==> src/rtl/uart_txd.sv <==
// ---------------------------------------------------------------------------
// uart_txd
// UART transmitter running on the receiver's oversampling clock. One byte per
// accepted request is serialised as: start bit, 8 data bits LSB-first,
// optional parity bit, one stop bit. Each bit lasts OVERSAMPLE clock cycles.
// All outputs come straight from flops; there is no input-to-output path.
// ---------------------------------------------------------------------------
`timescale 1ns/1ps

module uart_txd #(
    parameter int OVERSAMPLE = 16              // sample_clk cycles per bit, 2..256
) (
    input  logic       sample_clk,
    input  logic       rst,
    input  logic       send,
    input  logic [7:0] tx_data,
    input  logic       parity_en,
    input  logic       parity_kind,
    output logic       txd,
    output logic       busy,
    output logic       done
);

    localparam int              CW        = $clog2(OVERSAMPLE);
    localparam logic [CW-1:0]   SAMP_LAST = CW'(OVERSAMPLE - 1);

    typedef enum logic [2:0] {
        IDLE,
        START,
        DATA,
        PARITY,
        STOP
    } state_t;

    state_t          state_q;
    state_t          state_nxt;

    logic [CW-1:0]   samp_cnt;
    logic [CW-1:0]   samp_cnt_nxt;
    logic [2:0]      bit_cnt;
    logic [2:0]      bit_cnt_nxt;
    logic [7:0]      shreg;
    logic [7:0]      shreg_nxt;
    logic            par_bit;
    logic            par_bit_nxt;
    logic            par_en_q;
    logic            par_en_nxt;

    logic            txd_q;
    logic            txd_nxt;
    logic            busy_q;
    logic            busy_nxt;
    logic            done_q;
    logic            done_nxt;

    // Last sample_clk cycle of the current serial bit.
    logic            bit_end;
    assign bit_end = (samp_cnt == SAMP_LAST);

    // State register: abandons any frame in progress on reset.
    always_ff @(posedge sample_clk or posedge rst) begin
        // NOTE: sequential state uses non-blocking assignments so every flop samples pre-edge values.
        if (rst) begin
            state_q <= IDLE;
        end else begin
            state_q <= state_nxt;
        end
    end

    // Next-state logic: advance only at bit boundaries (or on acceptance in IDLE).
    always_comb begin
        // NOTE: default assignment first, so no path leaves state_nxt unassigned and no latch is inferred.
        state_nxt = state_q;
        case (state_q)
            IDLE: begin
                if (send) begin
                    state_nxt = START;
                end
            end
            START: begin
                if (bit_end) begin
                    state_nxt = DATA;
                end
            end
            DATA: begin
                if (bit_end && (bit_cnt == 3'd7)) begin
                    state_nxt = par_en_q ? PARITY : STOP;
                end
            end
            PARITY: begin
                if (bit_end) begin
                    state_nxt = STOP;
                end
            end
            STOP: begin
                if (bit_end) begin
                    state_nxt = IDLE;
                end
            end
            default: begin
                state_nxt = IDLE;
            end
        endcase
    end

    // Output/datapath logic: next values of the counters, shifter and registered pins.
    always_comb begin
        samp_cnt_nxt = samp_cnt;
        bit_cnt_nxt  = bit_cnt;
        shreg_nxt    = shreg;
        par_bit_nxt  = par_bit;
        par_en_nxt   = par_en_q;
        txd_nxt      = txd_q;
        busy_nxt     = busy_q;
        done_nxt     = 1'b0;

        // Every non-idle state times its bit with the same wrap-around counter.
        if (state_q != IDLE) begin
            samp_cnt_nxt = bit_end ? '0 : samp_cnt + CW'(1);
        end

        case (state_q)
            IDLE: begin
                samp_cnt_nxt = '0;
                txd_nxt      = 1'b1;
                busy_nxt     = 1'b0;
                if (send) begin
                    // Everything the frame needs is captured here; later input changes are ignored.
                    shreg_nxt    = tx_data;
                    par_en_nxt   = parity_en;
                    par_bit_nxt  = (^tx_data) ^ parity_kind;
                    bit_cnt_nxt  = 3'd0;
                    busy_nxt     = 1'b1;
                    txd_nxt      = 1'b0;
                end
            end
            START: begin
                if (bit_end) begin
                    txd_nxt = shreg[0];
                end
            end
            DATA: begin
                if (bit_end) begin
                    shreg_nxt   = {1'b0, shreg[7:1]};
                    bit_cnt_nxt = bit_cnt + 3'd1;
                    if (bit_cnt == 3'd7) begin
                        txd_nxt = par_en_q ? par_bit : 1'b1;
                    end else begin
                        // shreg[1] becomes shreg[0] after this shift.
                        txd_nxt = shreg[1];
                    end
                end
            end
            PARITY: begin
                if (bit_end) begin
                    txd_nxt = 1'b1;
                end
            end
            STOP: begin
                if (bit_end) begin
                    busy_nxt = 1'b0;
                    done_nxt = 1'b1;
                end
            end
            default: begin
                txd_nxt  = 1'b1;
                busy_nxt = 1'b0;
            end
        endcase
    end

    // Datapath and output registers; the line returns high at once on reset.
    always_ff @(posedge sample_clk or posedge rst) begin
        if (rst) begin
            samp_cnt <= '0;
            bit_cnt  <= 3'd0;
            shreg    <= 8'h00;
            par_bit  <= 1'b0;
            par_en_q <= 1'b0;
            txd_q    <= 1'b1;
            busy_q   <= 1'b0;
            done_q   <= 1'b0;
        end else begin
            samp_cnt <= samp_cnt_nxt;
            bit_cnt  <= bit_cnt_nxt;
            shreg    <= shreg_nxt;
            par_bit  <= par_bit_nxt;
            par_en_q <= par_en_nxt;
            txd_q    <= txd_nxt;
            busy_q   <= busy_nxt;
            done_q   <= done_nxt;
        end
    end

    assign txd  = txd_q;
    assign busy = busy_q;
    assign done = done_q;

endmodule

==> config.mk <==
export PLATFORM = sky130hd
export DESIGN_NAME = uart_txd
export DESIGN_NICKNAME = d
export VERILOG_FILES = /design/src/rtl/uart_txd.sv
export SDC_FILE = /design/constraint.sdc
export NUM_CORES = 1
export LEC_CHECK = 0
export ABC_AREA = 0
export CAP_MARGIN = 20
export CORE_MARGIN = 2
export CORE_UTILIZATION = 43
export DETAILED_ROUTE_END_ITERATION = 12
export PLACE_DENSITY_LB_ADDON = 0.1
export SLEW_MARGIN = 5
export SYNTH_ARGS = -nofsm -noshare
export SYNTH_HDL_FRONTEND = slang
export SYNTH_SLANG_ARGS = --single-unit
==> constraint.sdc <==
create_clock -name sample_clk -period 2.31 [get_ports sample_clk]
set_input_delay 0.462 -clock sample_clk [delete_from_list [all_inputs] [get_ports sample_clk]]
set_output_delay 0.462 -clock sample_clk [all_outputs]
set_load 0.02 [all_outputs]
==> summary.md <==
| Metric | Value |
|---|---|
| Outcome | `finished, final reports clean` |
| Top FF cell, synth | `dfrtp_1` |
| Async set or reset register ratio after synthesis | `between 90% and 100%` |
| Post-DP HPWL | `approximately 1800 um` |
| Diodes inserted | `0` |
| Post-CTS Setup Inserts | `0` |
| Number of global-route vias before repair | `just over 1000` |
| IO Pins | `16` |
| Slowest cell on the critical path | `clkdlybuf4s50_1` |
| # DRC | `0` |
| Startpoint types | `flip-flop` |
| Top cells by area, synth | `dfrtp_1 46%, nor2_1 6.9%, o22ai_1 4.2%, xnor2_1 3.6%, ha_1 3.1%` |
| Final WL | `around 2500 um` |
| Root Buffer | `clkbuf_4` |
| Die W | `roughly 57 um` |
| PostCTS Resize Cnt | `0` |
| Synth Area in Adders | `under 10%` |
| Routed vias | `slightly above 900` |
| Synth Register Bits | `23` |
| Worst setup path category | `reg2out` |
| Max Freq | `between 500 and 600 MHz` |
| Synth warn | `0` |
| Final max-slew violation count | `0` |
| Sequential area share after synthesis | `48.0%` |
| Post-Synth XOR/XNOR Area | `6.97%` |
| Total grt overflow | `0` |
| Die Area | `about 0.0032 mm2` |
| Final core occ | `around 50%` |
| Share of cells above drive strength 1 | `between 10 and 15%` |
| Compound-gate portion of the synthesized area | `~18%` |
| Synth Cell Area | `about 0.0012 mm2` |
| Critical path's largest stage delay | `approximately 600 ps` |
| Nets | `152` |
| Cts-stage hold buffer count | `0` |
| First-pass GRT wire length | `4310 um` |
| Final Hold Fails | `0` |
| Core ar. | `between 0.002 and 0.003 mm2` |
| Worst-margin pin slew | `about 370 ps` |
| Number of port buffers | `15` |
| Final Critical Period | `~1900 ps` |
| Largest net degree at the start of global routing | `15` |
| P&R area growth vs syn | `16.1%` |
| Post-synthesis mux area share | `1.87%` |
| TritonCTS clock tree | `built` |
| Area leader, netlist | `dfrtp_1` |
| EDFF count, synth | `0` |
| Unrepaired setup endpoints after global routing | `no` |
| CP top delay family | `buffers and inverters` |
| Tcrit/Tclk final | `between 80% and 90%` |
| WP buf/inv | `1` |
| Starting Density | `44.4%` |
| Max Cap Violations | `0` |
| Maximum clock insertion buffer count | `2` |
| Worst EP arrival | `1440 ps` |
| # fillers | `~270` |
| Critical Path End Type | `output pin` |
| Drt first-iter violations | `between 60 and 70` |
| Final setup violation count | `0` |
| DIE HEIGHT | `about 57 um` |
| P_leak | `0.618 nW` |
| Worst Hold Class | `in2async` |
| CP required | `1850 ps` |
| Sink Count | `23` |
| DRT antenna net count | `0` |
| CP Max Fanout | `2` |
| Skew-Pair Late Insertion Delay | `~300 ps` |
| Leading cell types by count after synthesis | `22 x dfrtp_1, 22 x nor2_1, 8 x o22ai_1, 6 x inv_1, 6 x o21ai_0` |
| Final setup TNS | `0 ps` |
| PD cells | `about 1200 mW/mm2` |
| Synth Area per Inst | `between 10 and 15 um2` |
| Synth unique cells | `between 40 and 50` |
| Combinational family with the most area after synthesis | `compound AO/OA/AOI/OAI gates` |
| Routed wire per std cell | `between 10 and 15 um` |
| Maximum vdd drop | `approximately 0.73 mV` |
| Via-to-Cell Ratio | `roughly 5.6` |
| Global Route Usage Sum | `16.9%` |
| Clk_skew | `around 5.5 ps` |
| Max_slew headroom | `roughly three quarters` |
| H-tree depth | `1` |
| Initial antenna violation count | `0` |
| Post-Syn Nets | `between 100 and 150` |
| Top-area cell type share of the netlist area | `a little under half` |
| CP cell instances | `clkdlybuf4s50_1` |
| TritonCTS Buffers | `3` |
| Initial DRT Pass Iterations | `4` |
| Simple-gate share of the synthesized area | `between 10% and 20%` |
| Clk pin slew, worst setup/hold paths | `roughly 130 ps` |
| # rows | `19` |
| Post-Syn Instances | `~120` |
| RD Place Congestion | `about 0.76` |
## cells in the final DEF, fill, tap and decap left out, drive strengths merged
master / n
nor2: 22
dfrtp: 22
clkdlybuf4s50: 15
o22ai: 8
o21ai: 8
inv: 7
xnor2: 5
a21oi: 5
clkbuf: 4
nand3: 3
ha: 3
buf: 3
a21o: 2
xor2: 2
nand2: 2
a22o: 2
or3b: 2
nor3: 2
mux2: 2
nand2b: 1
and3: 1
o211ai: 1
a32oi: 1
or4b: 1
xnor3: 1
a32o: 1
a211o: 1
and3b: 1
nor2b: 1
nand4b: 1
a31oi: 1
o31a: 1
or3: 1
a41oi: 1
dfstp: 1
## final timing paths
path	from	end	slack [ps]	depth (start not counted)
hold / removal	rst	shreg[6]	410	2
max in group asynchronous	rst	state_q[2]	1370	3
setup / recovery	txd	txd	410	1
setup reg to reg	state_q[2]	state_q[1]	520	4
hold reg to reg	samp_cnt[0]	samp_cnt[0]	510	1
min in group sample_clk	samp_cnt[0]	samp_cnt[0]	510	1
## report_power, final
group          switching (W)  internal (W)  total, W
registers           0.000175      0.000571  0.000745
clock network       0.000116     0.0000672  0.000184
logic               0.000346      0.000351  0.000697
total               0.000638      0.000989   0.00163
## sequential cells by signal, summed over array words and instances, names as in the netlist
register / count
txd: 1
state_q: 3
bit_cnt: 3
shreg: 8
par_bit: 1
par_en_q: 1
done: 1
busy: 1
samp_cnt: 4
## layout make-up
| type | instances | area (um2) | share of cell area (%) |
|---|---|---|---|
| Clock buffer | 4 | 26.3 | 1.88 |
| Inverter | 7 | 26.3 | 1.88 |
| Multi-Input combinational cell | 83 | 556 | 39.8 |
| Sequential cell | 23 | 577 | 41.3 |
| Tap cell | 31 | 38.8 | 2.78 |
| Timing Repair Buffer | 18 | 173 | 12.4 |
## metrics by stage
step	hold slack [ps]	total power (W)	instances	worst slack [ps]	cell area, um2
finish	414	0.00163	166	410	1400
floorplan	454	0.00129	118	677	1200
global route	449	0.00177	166	359	1400
CTS	423	0.00164	166	390	1400
detailed placement	485	0.00145	162	345	1370
global placement	475	0.00142	162	364	1370
## logic make-up (layout without fill, tap and decap cells)
kind of cell	after synthesis	count (layout)
multiplexers	2	2
adder cells (fa/ha/maj)	3	3
AO/OA/AOI/OAI	32	32
AND/OR/NAND/NOR	38	38
XOR/XNOR	8	8
buffers and inverters	12	29
flip-flops	23	23
## metal layers
layer	part of all wire, %	GRT usage, %
met5	0	0
met1	47	22.2
met4	1.9	5.98
met2	48	27.3
met3	3.4	3.69
Power figures use the tool's default switching activity.
